## config.mk

```make
export PLATFORM = sky130hd
export DESIGN_NAME = udp_multi_fifo_packer
export DESIGN_NICKNAME = d
export VERILOG_FILES = /design/src/rtl/udp_multi_fifo_packer.sv
export SDC_FILE = /design/constraint.sdc
export NUM_CORES = 1
export LEC_CHECK = 0
export BUFFER_PORTS_ARGS = -buffer_cell sky130_fd_sc_hd__buf_2
export CAP_MARGIN = 10
export CELL_PAD_IN_SITES_DETAIL_PLACEMENT = 1
export CELL_PAD_IN_SITES_GLOBAL_PLACEMENT = 1
export CORE_MARGIN = 3
export CORE_UTILIZATION = 31
export CTS_CLUSTER_DIAMETER = 200
export DETAILED_ROUTE_END_ITERATION = 7
export PLACE_DENSITY_LB_ADDON = 0.15
export SYNTH_ARGS = -nofsm -noshare
export SYNTH_HDL_FRONTEND = slang
export SYNTH_SLANG_ARGS = --single-unit
```

## constraint.sdc

```tcl
create_clock -name clk -period 4.7 [get_ports clk]
set_clock_uncertainty 0.15 [all_clocks]
set_input_delay 0 -clock clk [delete_from_list [all_inputs] [get_ports clk]]
set_output_delay 0 -clock clk [all_outputs]
set_load 0.05 [all_outputs]
```

## src/rtl/udp_multi_fifo_packer.sv

```systemverilog
// Packs samples from several show-ahead source FIFOs into one UDP payload stream
// (4-byte header + sample-major data) and posts a {byte_count, ip, mac} status word.
module udp_multi_fifo_packer #(
    parameter int AVL_SIZE    = 8,
    parameter int BYTE_SIZE   = 8,
    parameter int IP_SIZE     = 32,
    parameter int MAC_SIZE    = 48,
    parameter int FIFO_LENGTH = 16,
    parameter int nOfFifos    = 4,
    parameter int MAX_SAMPLES = 64
) (
    input  logic                                  clk,
    input  logic                                  reset,
    input  logic                                  enable,
    input  logic [nOfFifos-1:0]                   channel_mask,
    input  logic [$clog2(MAX_SAMPLES+1)-1:0]      samples_per_packet,
    input  logic [MAC_SIZE-1:0]                   destination_mac,
    input  logic [IP_SIZE-1:0]                    destination_ip,
    output logic [AVL_SIZE-1:0]                   tx_fifo_data,
    output logic                                  tx_fifo_data_write,
    input  logic                                  tx_fifo_data_full,
    output logic [16+IP_SIZE+MAC_SIZE-1:0]        tx_fifo_status,
    output logic                                  tx_fifo_status_write,
    input  logic                                  tx_fifo_status_full,
    output logic [nOfFifos-1:0]                   rdreq_fifo,
    input  logic [nOfFifos*FIFO_LENGTH-1:0]       rddata_fifo,
    input  logic [nOfFifos-1:0]                   rdempty_fifo,
    output logic [15:0]                           seq_number,
    output logic                                  busy
);
    localparam int BYTE_IN_FIFO = FIFO_LENGTH / 8;
    localparam int SPP_W = $clog2(MAX_SAMPLES + 1);
    localparam int CH_W  = (nOfFifos > 1) ? $clog2(nOfFifos) : 1;
    localparam int BW    = (BYTE_IN_FIFO > 1) ? $clog2(BYTE_IN_FIFO) : 1;

    localparam logic [2:0] S_IDLE      = 3'd0;
    localparam logic [2:0] S_HEADER    = 3'd1;
    localparam logic [2:0] S_DATA      = 3'd2;
    localparam logic [2:0] S_POP       = 3'd3;
    localparam logic [2:0] S_SETTLE    = 3'd4;
    localparam logic [2:0] S_WAIT_DATA = 3'd5;
    localparam logic [2:0] S_TRANSMIT  = 3'd6;

    logic [2:0]          state_q, state_d;
    logic [1:0]          hdr_q, hdr_d;
    logic [CH_W-1:0]     ch_q, ch_d;
    logic [BW-1:0]       b_q, b_d;
    logic [SPP_W-1:0]    smp_q, smp_d, spp_q, spp_d;
    logic [nOfFifos-1:0] mask_q, mask_d;
    logic [15:0]         cnt_q, cnt_d, seq_q, seq_d;

    // Lowest enabled channel with index >= from; nOfFifos when none is left.
    function automatic int next_ch(input logic [nOfFifos-1:0] m, input int from);
        int r;
        r = nOfFifos;
        for (int i = nOfFifos - 1; i >= 0; i--) begin
            if (i >= from && m[i]) r = i;
        end
        return r;
    endfunction

    function automatic logic [15:0] popcnt(input logic [nOfFifos-1:0] m);
        logic [15:0] c;
        c = '0;
        for (int i = 0; i < nOfFifos; i++) c = c + 16'(m[i]);
        return c;
    endfunction

    logic                   spp_ok, start_ok, data_ok;
    logic [FIFO_LENGTH-1:0] word;
    logic [AVL_SIZE-1:0]    cur_byte;
    int                     nxt;

    assign spp_ok   = (samples_per_packet != '0) && (samples_per_packet <= SPP_W'(MAX_SAMPLES));
    assign start_ok = enable && (channel_mask != '0) && spp_ok && ((rdempty_fifo & channel_mask) == '0);
    assign data_ok  = (rdempty_fifo & mask_q) == '0;
    assign nxt      = next_ch(mask_q, int'(ch_q) + 1);
    assign word     = rddata_fifo[int'(ch_q)*FIFO_LENGTH +: FIFO_LENGTH];

    always_comb begin
        cur_byte = '0;
        if (state_q == S_HEADER) begin
            case (hdr_q)
                2'd0:    cur_byte = AVL_SIZE'(8'hA5);
                2'd1:    cur_byte = AVL_SIZE'(seq_q[15:8]);
                2'd2:    cur_byte = AVL_SIZE'(seq_q[7:0]);
                default: cur_byte = AVL_SIZE'(8'(mask_q));
            endcase
        end else begin
            // MSB byte of the word goes out first.
            cur_byte = AVL_SIZE'(word >> ((BYTE_IN_FIFO - 1 - int'(b_q)) * BYTE_SIZE));
        end
    end

    always_comb begin
        state_d = state_q;
        hdr_d   = hdr_q;
        ch_d    = ch_q;
        b_d     = b_q;
        smp_d   = smp_q;
        spp_d   = spp_q;
        mask_d  = mask_q;
        cnt_d   = cnt_q;
        seq_d   = seq_q;
        case (state_q)
            S_IDLE: if (start_ok) begin
                mask_d  = channel_mask;
                spp_d   = samples_per_packet;
                cnt_d   = 16'd4 + popcnt(channel_mask) * 16'(BYTE_IN_FIFO) * 16'(samples_per_packet);
                hdr_d   = '0;
                b_d     = '0;
                smp_d   = '0;
                state_d = S_HEADER;
            end
            S_HEADER: if (!tx_fifo_data_full) begin
                if (hdr_q == 2'd3) begin
                    ch_d    = CH_W'(next_ch(mask_q, 0));
                    state_d = S_DATA;
                end else begin
                    hdr_d = hdr_q + 2'd1;
                end
            end
            S_DATA: if (!tx_fifo_data_full) begin
                if (b_q == BW'(BYTE_IN_FIFO - 1)) begin
                    b_d = '0;
                    if (nxt >= nOfFifos) state_d = S_POP;
                    else                 ch_d    = CH_W'(nxt);
                end else begin
                    b_d = b_q + 1'b1;
                end
            end
            S_POP: begin
                smp_d   = smp_q + 1'b1;
                state_d = S_SETTLE;
            end
            S_SETTLE: begin
                if (smp_q < spp_q) begin
                    ch_d    = CH_W'(next_ch(mask_q, 0));
                    state_d = data_ok ? S_DATA : S_WAIT_DATA;
                end else begin
                    state_d = S_TRANSMIT;
                end
            end
            S_WAIT_DATA: if (data_ok) state_d = S_DATA;
            S_TRANSMIT: if (!tx_fifo_status_full) begin
                seq_d   = seq_q + 16'd1;
                state_d = S_IDLE;
            end
            default: state_d = S_IDLE;
        endcase
    end

    always_ff @(posedge clk) begin
        if (reset) begin
            state_q <= S_IDLE;
            hdr_q   <= '0;
            ch_q    <= '0;
            b_q     <= '0;
            smp_q   <= '0;
            spp_q   <= '0;
            mask_q  <= '0;
            cnt_q   <= '0;
            seq_q   <= '0;
        end else begin
            state_q <= state_d;
            hdr_q   <= hdr_d;
            ch_q    <= ch_d;
            b_q     <= b_d;
            smp_q   <= smp_d;
            spp_q   <= spp_d;
            mask_q  <= mask_d;
            cnt_q   <= cnt_d;
            seq_q   <= seq_d;
        end
    end

    // Outputs are gated by reset so they read zero even on the cycle reset arrives.
    assign tx_fifo_data_write   = !reset && (state_q == S_HEADER || state_q == S_DATA) && !tx_fifo_data_full;
    assign tx_fifo_data         = tx_fifo_data_write ? cur_byte : '0;
    assign tx_fifo_status_write = !reset && (state_q == S_TRANSMIT) && !tx_fifo_status_full;
    assign tx_fifo_status       = tx_fifo_status_write ? {cnt_q, destination_ip, destination_mac} : '0;
    assign rdreq_fifo           = (!reset && state_q == S_POP) ? mask_q : '0;
    assign busy                 = !reset && (state_q != S_IDLE);
    assign seq_number           = reset ? 16'd0 : seq_q;
endmodule

```

# Word-level counts from Yosys, hierarchy flattened
# Cells that the tools add are included.
[op_classes]
n_addsub = 10
n_mul = 1
n_lt_le_gt_ge = 7
eq_ne = 20
shift = 2
mux = 42
bitwise_logic = 3
reduce_logical = 36
[op_table]
columns = ["cell", "count"]
rows = [
  ["two-way mux 96 bit", 1],
  ["indexed part select 64 x 7 -> 16 bit", 1],
  ["two-way mux 3 bit", 14],
  ["right shift 16 x 32 -> 8 bit", 1],
  ["two-way mux 2 bit", 13],
  ["one-hot mux 8 bit (3 select lines)", 1],
  ["inequality test 2 bit, second input constant", 11],
  ["one-hot mux 3 bit (7 select lines)", 1],
  ["adder 16 x 1 -> 16 bit, second input constant", 1],
  ["two-way mux 16 bit", 1],
  ["two-way mux 8 bit", 2],
  ["logical AND 1 bit", 14],
  ["one-hot mux 7 bit (2 select lines)", 1],
  ["adder 3 x 12 -> 13 bit, first input constant", 1],
  ["multiplier 4 x 7 -> 11 bit", 1],
  ["equality test 3 bit, second input constant", 3],
  ["bitwise AND 4 bit", 2],
  ["zero test 4 bit", 2],
  ["AND reduction 8 bit", 1],
  ["adder 7 x 1 -> 7 bit, second input constant", 1],
  ["<= comparator 7 bit, second input constant", 1],
  ["< comparator 7 bit", 1],
  ["two-way mux 7 bit", 1],
  ["AND reduction 7 bit", 1],
  ["other kinds (31)", 44],
]
[word_totals]
register_bits = 58
input_bits = 164
out_inout_bits = 127
wordCells = 130

# Longest topological paths before layout
[depth]
word_depth = 12
ltp_mapped = 15
ltp_nobuf = 15

# Worst setup path after synthesis
# No wires, ideal clock.
[synth_path]
path_kind = "in2reg"
from = "in channel_mask[0]"
to = "reg cnt_q[11]"
setup_ns = 0.074
arrival_time_ns = 3.858
required_ns = 4.476
path_slack_ns = 0.618
stages = 13
n_path_buf = 0
cell_sequence = "fa_1 > ha_1 > ha_1 > and2_1 > ha_1 > fa_1 > fa_1 > a211oi_2 > o21ai_1 > and2_4 > or3_4 > or3_1 > a31oi_1"
[synth_between]
elab_chain_cells = 5
elab_cells_between_ends = 12
[synth_rtl]
columns = ["item", "line_no", "text"]
rows = [
  ["start: declaration", "15", "input logic [nOfFifos-1:0] channel_mask,"],
  ["adder 1 x 1 -> 2 bit or nonzero test 4 bit (tied branches)", "65, 75", ""],
  ["adder 2 x 1 -> 3 bit or logical AND 1 bit (tied branches)", "65, 75", ""],
  ["adder 3 x 1 -> 4 bit or logical AND 1 bit (tied branches)", "65, 75", ""],
  ["multiplier 4 x 7 -> 11 bit or logical AND 1 bit (tied branches)", "109, 75", ""],
  ["adder 3 x 12 -> 13 bit or AND reduction 2 bit (tied branches)", "-", ""],
  ["end signal: assignment", "172", "cnt_q <= cnt_d;"],
  ["end: declaration", "50", "logic [15:0] cnt_q, cnt_d, seq_q, seq_d;"],
]
# Several ways; a longest one is shown, not always the timed one.
# A chain may end at the register's enable or synchronous reset.

# Worst setup path in the final report
[layout_path]
from = "in channel_mask[3]"
to = "reg cnt_q[11]"
[layout_between]
elab_chain_cells = 5
elab_cells_between_ends = 10
[layout_rtl]
columns = ["item"]
rows = [
  ["parallel branches: the longest is 5 deep, another holds adder 3 x 12 -> 13 bit"],
]
# Several ways; the timed one is not identified.

==> metrics.md <==
| Metric | Value |
|---|---|
| Status | complete, no violations |
| Worst setup SP type | primary input |
| Area of the multi-input gates | 3710 um2 |
| Max Clk Rate | 222 MHz |
| IO buf count | 286 |
| Clock transition at path regs | about 0.07 ns |
| Final setup TNS | 0 ns |
| Nets | 1,105 |
| DRC violations left | 0 |
| Final worst-path cycle share | 0.958 |
| Routed len/inst | 18.1 um |
| Crit path max fanout | 7 |
| Most frequent cells in the layout | 286 x buf_2, 112 x and2_1, 68 x nor2_1 |
| Clk_lat worst skew | ~0.30 ns |
| Top cells by area, synth | dfxtp_1 21%, and2_1 14%, ha_1 8.1%, mux4_2 7.1%, nor2_1 5.0% |
| P_leak | 3.39 nW |
| Starting Density | 0.319 |
| Critical Path End Type | flop |
| Worst Max-Slew Pin Slew | 0.898 ns |
| ANT nets after route | 0 |
| Critical path class | in -> reg |
| Register area share after synthesis | 0.213 |
| Max_cap viols | 0 |
| Yosys cell types | 59 |
| Total gr overflow | 0 |
| Max IR drop VDD | 205 uV |
| Core area | between 15,000 and 20,000 um2 |
| Most common cell after layout, fill and taps aside | buf_2 |
| FP Rows | 46 |
| # setup viols final | 0 |
| Power density cells | 251 nW/um2 |
| Syn Inst Count | 630 |
| Vias per cell | 4.94 |
| Boundary pin count | 291 |
| Via count | 5,548 |
| Synth area leader | dfxtp_1 |
| Area delta synth->final | 36.9% |
| Area of the die | 18,000 um2 |
| Cell area after synthesis | 5080 um2 |
| Synth Warn # | 0 |
| Die Y | 134 um |
| Main flop type after synthesis | dfxtp_1 |
| Mapped Avg Cell Area | 8.06 um2 |
| Max_slew headroom | 0.400 |
| Worst endpoint required time | 4.78 ns |
| Initial DRT Pass Iterations | 4 |
| Critical path arrival | 4.59 ns |
| Starting DRC count in detailed routing | 254 |
| Initial antenna violation count | 3 |
| CTS root buf | clkbuf_16 |
| Clock sinks | 54 |
| First-pass GRT wire length | 31.0 mm |
| R2R setup slack | 2.33 ns |
| Register bit total from synthesis | 54 |
| CTS tree | yes |
| Final RePlAce weighted congestion | 0.861 |
| Final WL | 20.3 mm |
| Clk buf depth | 2 |
| GRT Util Overall | 0.214 |
| Filler cells | 2,039 |
| Num CTS Buffers | 5 |
| Register area | 1080 um2 |
| Die extent in x | 134 um |
| Share of the synthesized area in the top cell type | 0.213 |
| Final Hold Slack | 0.0745 ns |
| # H-tree levels | 2 |
| Layout cells sized above 1 | 0.367 |
| Postcts setup bufs | 0 |
| Hold Crit Class | in -> reg |
| Post-synthesis async set-or-reset flop share | 0 |
| HPWL Detailed | 16.8 mm |
| Min Tclk post-route | approximately 4.5 ns |
| Fin. max-slew vios | 0 |
| Unrepaired setup endpoints after global routing | no |
| Number of global-route vias before repair | 5,676 |
| Final Hold Vio Count | 0 |
| Largest net degree at the start of global routing | 78 |
| Post-synth EDFFs | 0 |
==> timing repair <==
action,in CTS,in global routing
hold buffers,13,0
setup endpoints to repair,0,3
gates resized for setup,0,3
hold endpoints to repair,15,0
==> cell type report <==
| cell class | count | share of cell area |
|---|---|---|
| inverters | 32 | 0.0173 |
| multi-input cells | 505 | 0.533 |
| flip-flops and latches | 54 | 0.155 |
| clock buffers | 7 | 0.0205 |
| diodes | 3 | 0.00108 |
| repair buffers | 304 | 0.233 |
| well taps | 216 | 0.0389 |
| clock inverters | 1 | 0.000720 |
==> kinds of logic (layout without fill, tap and decap cells) <==
family | Yosys count | count (layout) | synth area share
compound gates | 104 | 104 | 0.143
xor+xnor | 24 | 24 | 0.0414
fa+ha+maj | 39 | 39 | 0.105
buf+inv | 74 | 344 | 0.0623
flops | 54 | 54 | 0.213
mux | 40 | 40 | 0.118
other cells | 1 | 7 | 0.000738
simple gates | 294 | 294 | 0.317
==> metrics by stage <==
stage	instance area (um2)	power [mW]	setup WS, ns	utilization	cells
floorplan	5090	1.13	0.618	-	633
global placement	6630	1.31	0.352	0.416	1097
detailed placement	6630	1.34	0.224	0.416	1097
CTS	6910	1.74	0.0231	0.434	1118
global route	6950	1.87	0.00319	0.436	1122
finish	6950	1.75	0.196	0.436	1122
==> cells in the mapped netlist (2+ instances only) <==
library cell,n
a211oi_1,22
a21o_1,6
a21oi_1,20
a221oi_1,4
a22oi_1,6
a311oi_1,3
a31oi_1,3
and2_1,112
and3_1,5
buf_1,2
buf_2,7
buf_4,4
buf_6,2
clkbuf_1,27
dfxtp_1,54
fa_1,6
ha_1,33
inv_1,32
mux2i_1,23
mux4_2,16
nand2_1,27
nand2b_1,7
nand3_1,14
nand4_1,4
nor2_1,68
nor2b_1,21
nor3_1,12
nor3b_1,4
o211ai_1,3
o21a_1,4
o21ai_0,13
o21ai_1,3
o21bai_1,2
o22a_1,5
o22ai_1,3
or2_2,2
or3_1,6
or3b_2,2
xnor2_1,9
xor2_1,15
==> critical path, stage by stage <==
cell and delay (ns):
dlygate4sd3_1 0.54, buf_2 0.15, fa_1 0.44, ha_1 0.19
ha_2 0.31, and2_1 0.17, ha_1 0.32, fa_1 0.54
fa_2 0.44, a211oi_2 0.29, o21ai_1 0.14, and2_4 0.17
or3_4 0.38, or3_1 0.34, a31oi_1 0.15
==> flip-flops by register name, summed over array words and instances, names as in the netlist <==
| signal | cells |
|---|---|
| hdr_q | 2 |
| mask_q | 4 |
| b_q | 1 |
| state_q | 3 |
| smp_q | 7 |
| cnt_q | 12 |
| seq_q | 16 |
| spp_q | 7 |
| ch_q | 2 |
==> path summary, 6_finish.rpt <==
check                                  end             from  cells after the start
worst max-delay path             cnt_q[11]  channel_mask[3]                     15
worst min-delay path            state_q[2]  rdempty_fifo[3]                      5
worst max register to register   seq_q[13]       state_q[2]                      7
worst min register to register    cnt_q[1]         cnt_q[1]                      2
==> per-layer routing <==
metal  vias to the layer above  track usage  wire length, um
met5                         -            0                0
met4                         0       0.0928              715
met2                       167        0.386            10600
li1                       2705            -                -
met3                        34       0.0473             1170
met1                      2642        0.244             7810
==> power breakdown <==
group / internal (mW) / leakage (nW) / switching (mW) / total [mW]
registers: 0.486 / 0.436 / 0.0722 / 0.558
clock network: 0.212 / 0.0739 / 0.174 / 0.386
logic: 0.372 / 2.88 / 0.431 / 0.802
Note: power is estimated with default switching activity, not from simulation.
